--- src/rtl/i2s_frame_ctrl.sv ---
// rtl/i2s_frame_ctrl.sv - I2S master frame controller
//
// Generates bck/lrck for an I2S receive path from clk. Start and stop
// happen only on stereo-frame boundaries. Per-bit strobes and markers are
// produced in the clk domain, so the receiver never resynchronises bck/lrck.
//
// Ports:
//   clk          system clock (only clock)
//   reset        synchronous, active-high
//   enable       run request, level-sensitive
//   bck          generated bit clock
//   lrck         channel select, 0 = left, 1 = right
//   sample_en    1-cycle pulse on each bck rise carrying a data bit
//   bit_cnt      bit position within the current slot
//   ch           channel of the current sample_en (same as lrck)
//   last_bit     marks the sample_en of the word LSB
//   frame_start  1-cycle pulse on the first bck rise of each left slot
//   frame_cnt    completed frames, wraps at 2^16
//   busy         controller is not idle

module i2s_frame_ctrl #(
    parameter int BCK_DIV   = 4,
    parameter int SLOT_BITS = 32,
    parameter int WORD_BITS = 24,
    localparam int CW = (SLOT_BITS > 1) ? $clog2(SLOT_BITS) : 1
) (
    input  logic          clk,
    input  logic          reset,
    input  logic          enable,
    output logic          bck,
    output logic          lrck,
    output logic          sample_en,
    output logic [CW-1:0] bit_cnt,
    output logic          ch,
    output logic          last_bit,
    output logic          frame_start,
    output logic [15:0]   frame_cnt,
    output logic          busy
);

    // A divider of 1 still needs a one-bit counter that simply stays at 0.
    localparam int DW = (BCK_DIV > 1) ? $clog2(BCK_DIV) : 1;

    localparam logic [DW-1:0] DIV_LAST = DW'(BCK_DIV - 1);
    localparam logic [CW-1:0] BIT_LAST = CW'(SLOT_BITS - 1);
    localparam logic [CW-1:0] WORD_POS = CW'(WORD_BITS);

    typedef enum logic [1:0] {
        ST_IDLE  = 2'd0,
        ST_RUN   = 2'd1,
        ST_DRAIN = 2'd2
    } state_t;

    state_t        state_q,       state_d;
    logic [DW-1:0] div_cnt_q,     div_cnt_d;
    logic          bck_q,         bck_d;
    logic          lrck_q,        lrck_d;
    logic [CW-1:0] bit_cnt_q,     bit_cnt_d;
    logic          sample_en_q,   sample_en_d;
    logic          last_bit_q,    last_bit_d;
    logic          frame_start_q, frame_start_d;
    logic [15:0]   frame_cnt_q,   frame_cnt_d;
    logic          busy_q,        busy_d;

    logic tick;
    logic rise;
    logic fall;
    logic slot_wrap;
    logic frame_done;

    always_comb begin
        state_d       = state_q;
        div_cnt_d     = div_cnt_q;
        bck_d         = bck_q;
        lrck_d        = lrck_q;
        bit_cnt_d     = bit_cnt_q;
        frame_cnt_d   = frame_cnt_q;
        sample_en_d   = 1'b0;
        last_bit_d    = 1'b0;
        frame_start_d = 1'b0;

        // Edge decode looks at the current bck level: the toggle registered
        // this cycle becomes visible together with the strobes it causes.
        tick       = (state_q != ST_IDLE) && (div_cnt_q == DIV_LAST);
        rise       = tick && !bck_q;
        fall       = tick && bck_q;
        slot_wrap  = (bit_cnt_q == BIT_LAST);
        frame_done = fall && slot_wrap && lrck_q;

        case (state_q)
            ST_IDLE: begin
                div_cnt_d = '0;
                bck_d     = 1'b0;
                lrck_d    = 1'b0;
                bit_cnt_d = '0;
                if (enable) begin
                    state_d = ST_RUN;
                end
            end

            default: begin
                div_cnt_d = tick ? '0 : div_cnt_q + DW'(1);
                if (tick) begin
                    bck_d = !bck_q;
                end

                // Bit 0 of each slot is the I2S one-bit delay; data bits are
                // 1..WORD_BITS, the remainder of the slot is padding.
                if (rise) begin
                    sample_en_d   = (bit_cnt_q != '0) && (bit_cnt_q <= WORD_POS);
                    last_bit_d    = (bit_cnt_q == WORD_POS);
                    frame_start_d = !lrck_q && (bit_cnt_q == '0);
                end

                if (fall) begin
                    bit_cnt_d = slot_wrap ? '0 : bit_cnt_q + CW'(1);
                    if (slot_wrap) begin
                        lrck_d = !lrck_q;
                    end
                end

                if (frame_done) begin
                    frame_cnt_d = frame_cnt_q + 16'd1;
                end

                if (state_q == ST_RUN) begin
                    if (!enable) begin
                        state_d = ST_DRAIN;
                    end
                end else if (enable) begin
                    // Re-arming during drain keeps the running phase untouched.
                    state_d = ST_RUN;
                end else if (frame_done) begin
                    state_d   = ST_IDLE;
                    div_cnt_d = '0;
                    bck_d     = 1'b0;
                    lrck_d    = 1'b0;
                    bit_cnt_d = '0;
                end
            end
        endcase

        busy_d = (state_d != ST_IDLE);
    end

    always_ff @(posedge clk) begin
        if (reset) begin
            state_q       <= ST_IDLE;
            div_cnt_q     <= '0;
            bck_q         <= 1'b0;
            lrck_q        <= 1'b0;
            bit_cnt_q     <= '0;
            sample_en_q   <= 1'b0;
            last_bit_q    <= 1'b0;
            frame_start_q <= 1'b0;
            frame_cnt_q   <= '0;
            busy_q        <= 1'b0;
        end else begin
            state_q       <= state_d;
            div_cnt_q     <= div_cnt_d;
            bck_q         <= bck_d;
            lrck_q        <= lrck_d;
            bit_cnt_q     <= bit_cnt_d;
            sample_en_q   <= sample_en_d;
            last_bit_q    <= last_bit_d;
            frame_start_q <= frame_start_d;
            frame_cnt_q   <= frame_cnt_d;
            busy_q        <= busy_d;
        end
    end

    assign bck         = bck_q;
    assign lrck        = lrck_q;
    assign sample_en   = sample_en_q;
    assign bit_cnt     = bit_cnt_q;
    assign ch          = lrck_q;
    assign last_bit    = last_bit_q;
    assign frame_start = frame_start_q;
    assign frame_cnt   = frame_cnt_q;
    assign busy        = busy_q;

endmodule

--- config.mk ---
export PLATFORM = sky130hd
export DESIGN_NAME = i2s_frame_ctrl
export DESIGN_NICKNAME = d
export VERILOG_FILES = /design/src/rtl/i2s_frame_ctrl.sv
export SDC_FILE = /design/constraint.sdc
export NUM_CORES = 1
export LEC_CHECK = 0
export CAP_MARGIN = 15
export CORE_AREA = 2 2 72 74
export CTS_BUF_LIST = sky130_fd_sc_hd__clkbuf_4 sky130_fd_sc_hd__clkbuf_8
export DETAILED_ROUTE_END_ITERATION = 8
export DIE_AREA = 0 0 74 76
export GPL_ROUTABILITY_DRIVEN = 0
export PLACE_DENSITY = 0.52
export SYNTH_ARGS = -nofsm -noshare
export SYNTH_HDL_FRONTEND = slang
export SYNTH_SLANG_ARGS = --single-unit
--- constraint.sdc ---
create_clock -name clk -period 2.75 [get_ports clk]
set_clock_uncertainty 0.05 [all_clocks]
set_input_delay 0.4125 -clock clk [delete_from_list [all_inputs] [get_ports clk]]
set_output_delay 0.4125 -clock clk [all_outputs]
set_load 0.02 [all_outputs]
## Word level (Yosys, flattened, before mapping)

Cells that the tools add are included.

- Output and inout bits: 28
- Register bits after elaboration: 31
- Logic and storage cells: 61

- Add/subtract/negate cells: 3
- Equality and inequality tests: 4
- Muxes and demuxes: 24
- Magnitude comparators: 1
- Bitwise logic cells: 2
- Reductions and logical operators: 17

Operators by type and width:

| kind | number |
|---|---|
| 5-bit two-way mux | 5 |
| 2-bit two-way mux | 10 |
| 16-bit by 1-bit adder with 16-bit output (second input constant) | 1 |
| 5-bit == test (second input constant) | 2 |
| 1-bit two-way mux | 9 |
| 1-bit logical AND | 7 |
| 5-bit by 1-bit adder with 5-bit output (second input constant) | 1 |
| 5-bit less-or-equal comparator (second input constant) | 1 |
| 5-bit logical NOT | 1 |
| 5-bit nonzero test | 1 |
| 2-bit nonzero test | 2 |
| 3-bit OR reduction | 1 |
| 2-bit by 1-bit adder with 2-bit output (second input constant) | 1 |
| 2-bit by 1-bit == test with 1-bit output (second input constant) | 1 |
| 2-bit == test (second input constant) | 1 |
| 1-bit logical NOT | 2 |
| 2-bit logical NOT | 1 |
| 1-bit inverter | 2 |
| 2-bit AND reduction | 1 |
| 2-bit OR reduction | 1 |

## Depth between registers and ports, before layout

- Depth after elaboration: 10
- Depth in mapped cells: 8
- Gate-level depth less buffers: 7

## Worst setup path after synthesis

Ideal clock, no wire load.

- Kind: register -> register
- From: reg bit_cnt_q[1], in the netlist bit_cnt[1]
- To: reg frame_cnt_q[15], in the netlist frame_cnt[15]
- Stages on the path, launching flop included: 8
- Path slack: 0.524 ns
- Arrival: 2.106 ns
- Data required time: 2.630 ns
- Cells stage by stage: dfxtp_1 ha_1 and3_1 ha_1 o2111a_2 nand4_4 or4_1 a21oi_1

- Longest elaborated chain between the ends: 4

Ends and longest elaborated chain:

| what | line | source |
|---|---|---|
| start, declared | 58 | `logic [CW-1:0] bit_cnt_q, bit_cnt_d;` |
| start signal, assigned | 163 | `bit_cnt_q <= bit_cnt_d;` |
| 5-bit == test | 87 | `slot_wrap = (bit_cnt_q == BIT_LAST);` |
| 1-bit logical AND (2 in series) | 88 | `frame_done = fall && slot_wrap && lrck_q;` |
| 2-bit AND reduction (no line) | n/a |  |
| end signal, assigned | 167 | `frame_cnt_q <= frame_cnt_d;` |
| end, declared | 62 | `logic [15:0] frame_cnt_q, frame_cnt_d;` |

Every way passes these cells.
A chain may end at the register's enable or synchronous reset.

## Worst setup path after layout

- From: reg bit_cnt_q[1], in the netlist bit_cnt[1]
- To: reg frame_cnt_q[12], in the netlist frame_cnt[12]

Same word-level chain as after synthesis.

==> flow_summary_export.csv <==
group,metric,value,unit
run_status,status,"completed",
sta,post-route-period-util,82.2,%
power,ir_drop,0.000195,V
synthesis,synth_area,1400,um2
floorplan,initial_core_util,28.6,%
sta,final_max_slew_viol_count,0,
routing,dr.pass1.iters,4,
floorplan,die_h,76,um
hold_path,hold_depth,1,
critical_path,worst_path_max_delay_cell,"or4b_1",
sta,hold_viol,0,
synthesis,syn-num-nets,165,
placed_design,dp_hpwl,2.36,mm
critical_path,cp_slowest_stage_delay,490,ps
sta,worst_pin_slew,343,ps
routing,drtIter0Drc,59,
clock_tree,clkTransAtPathRegs,70,ps
synthesis,yosysTopAreaCell,"dfxtp_1",
critical_path,cp-start-kind,"register",
clock_tree,cts-root-buf,"clkbuf_8",
hold_path,min_path_type,"reg -> reg",
sta,finalSetupTns,0,ps
synthesis,synth_area_leaders,"dfxtp_1 44%, nor2_1 7.0%, ha_1 6.2%",
critical_path,worst_r2r_path_depth,7,
synthesis,synth_common_cells,"31 x dfxtp_1, 26 x nor2_1, 8 x nand3_1",
critical_path,cp_num_buf_inv,0,
clock_tree,hold_buffers,0,
job,drv_cap,0,
critical_path,reg2reg_to,"frame_cnt[12]",
critical_path,cp.depth,7,
synthesis,yosysSeqAreaShare,44.2,%
layout,synthToLayoutAreaGrowth,33.1,%
sta,setup_violations,0,
critical_path,r2r-start,"bit_cnt[1]",
routing,drt-wirelength-per-cell,12.0,um
grt,antenna_found_initial,0,
sta,fmax,442,MHz
synthesis,ys_ff_latch,31,
critical_path,crit_required,2910,ps
clock_tree,postCtsSetupBuffers,0,
floorplan,rows,26,
layout,finish.utilization,38.0,%
sta,grt_setup_unrepaired,"no",
synthesis,yosys_warnings,0,
critical_path,crit_chain,"ha_1 > and3_1 > ha_1 > o2111a_2 > nand3_1 > or4b_1 > a21oi_1",
synthesis,async_flop_share,0,%
grt,grt_pass1_vias,1198,
synthesis,synth_top_area_share,44.2,%
clock_tree,cts_tree,"yes",
critical_path,cp.arrival,2420,ps
routing,viasPerCell,4.59,
layout,drive_gt1_share,8.90,%
clock_tree,numCtsBuffers,5,
synthesis,ys_dominant_reg_cell,"dfxtp_1",
clock_tree,post_cts_resized,0,
synthesis,synth_edf_count,0,
critical_path,end_kind,"register",
power,power.leakage,0.645,nW
sta,finalCriticalPeriod,2260,ps
critical_path,crit_path_end,"frame_cnt[12]",
floorplan,core-area,4910,um2
layout,n_antenna_cell,0,
routing,wirelength,3.14,mm
critical_path,setup.worst_path.start,"bit_cnt[1]",
grt,grt_overflow,0,
floorplan,dieArea,5620,um2
synthesis,ys_types,37,
clock_tree,cts.sinks,31,
critical_path,crit_top_cell,"ha_1",
grt,grt_max_degree,17,
placed_design,port-buffer-count,30,
clock_tree,cts_buffer_depth,2,
routing,drtAntennaViolNets,0,
floorplan,num_io_pins,31,
power,power,0.817,mW
clock_tree,worst_skew_pair.late_latency,280,ps
critical_path,criticalPathCategory,"reg -> reg",
clock_tree,cts_htree_levels,2,
routing,vias,1199,
synthesis,syn-instance-count,155,
sta,max_slew_margin,76.9,%
synthesis,synth_area_per_cell,9.05,um2
critical_path,regToRegSetupSlack,490,ps
synthesis,post-synth-top-count-cell,"dfxtp_1",
grt,grt_pass1_wl,5.55,mm
power,power_density,438,nW/um2
critical_path,critPathTopFamily,"simple AND/OR/NAND/NOR gates",
layout,nNetsFinal,200,
floorplan,die_w,74,um
grt,grt_util_all_layers,12.6,%
critical_path,worst-path-max-fanout,7,
routing,drc,0,
-- worst min path at each step --
stage                       startpoint           end  slack, ps
after detailed placement  div_cnt_q[0]  div_cnt_q[0]        380
after global routing      div_cnt_q[0]  div_cnt_q[0]        410
after CTS                 div_cnt_q[0]  div_cnt_q[0]        390
after floorplan           div_cnt_q[0]  div_cnt_q[0]        360
final                     div_cnt_q[0]  div_cnt_q[0]        380
after global placement    div_cnt_q[0]  div_cnt_q[0]        370
-- final cells by class --
type,count,area [um2]
Clock buffer,5,68.8
Clock inverter,3,15.0
Fill cell,503,3050
Inverter,7,26.3
Multi-Input combinational cell,113,733
Sequential cell,31,621
Tap cell,70,87.6
Timing Repair Buffer,32,315
-- metrics by stage --
stage | instance area, um2 | hold WS, ps | cells | setup slack, ps
after floorplan | 1400 | 356 | 155 | 524
after global placement | 1780 | 366 | 253 | 583
after detailed placement | 1780 | 380 | 253 | 497
after CTS | 1870 | 390 | 261 | 472
after global routing | 1870 | 410 | 261 | 307
final | 1870 | 383 | 261 | 488
-- cell families after synthesis --
logic type / synth area share [%]
buf+inv: 3.48
fa+ha+maj: 6.24
simple gates: 26.9
compound gates: 9.28
mux: 2.94
xor+xnor: 6.87
flops: 44.2
-- metal layers --
layer	wire, um	GRT usage [%]	share of wire (%)
met4	58	4.91	1.8
met5	0	0	0
met2	1500	20.5	48
met3	198	4.76	6.3
met1	1380	14.7	44
-- worst reg2reg max path, delay by kind of cell, from the launching register on --
family | cells | cell delay, ps
simple gates | 3 | 800
compound gates | 2 | 500
fa+ha+maj | 2 | 450
flops | 1 | 390
-- state kept, by name (all words and copies together), names as in the netlist --
name and count:
frame_cnt 16, state_q 2, busy 1, frame_start 1
bck 1, sample_en 1, div_cnt_q 2, bit_cnt 5
last_bit 1, ch 1
-- report_power, final --
part | internal, mW | switching [mW]
logic | 0.00868 | 0.0123
clock network | 0.173 | 0.168
registers | 0.453 | 0.00295
total | 0.634 | 0.183
-- cell usage in the layout, fill, tap and decap left out, drive strengths merged --
cell           Yosys  routed
clkbuf             2       5
nand2              7       7
o31ai              1       1
or4                1       1
o21ai              6       6
nand4              5       5
a21oi              6       6
or3                6       6
dfxtp             31      31
a31oi              1       1
nor4               4       4
clkinv             0       3
buf                2       2
nor3b              1       1
inv                7       7
ha                 7       7
o2111a             2       2
xor2               6       6
and3               2       2
nand2b             1       1
a22oi              1       1
or4b               1       1
and2               1       1
nor2b              2       2
nor2              26      26
xnor2              5       5
mux2i              3       3
o211ai             2       2
clkdlybuf4s50      0      30
a211o              1       1
nand3              8       8
mux2               1       1
nor3               2       2
and4               2       2
or2                2       2
Power figures use the tool's default switching activity.
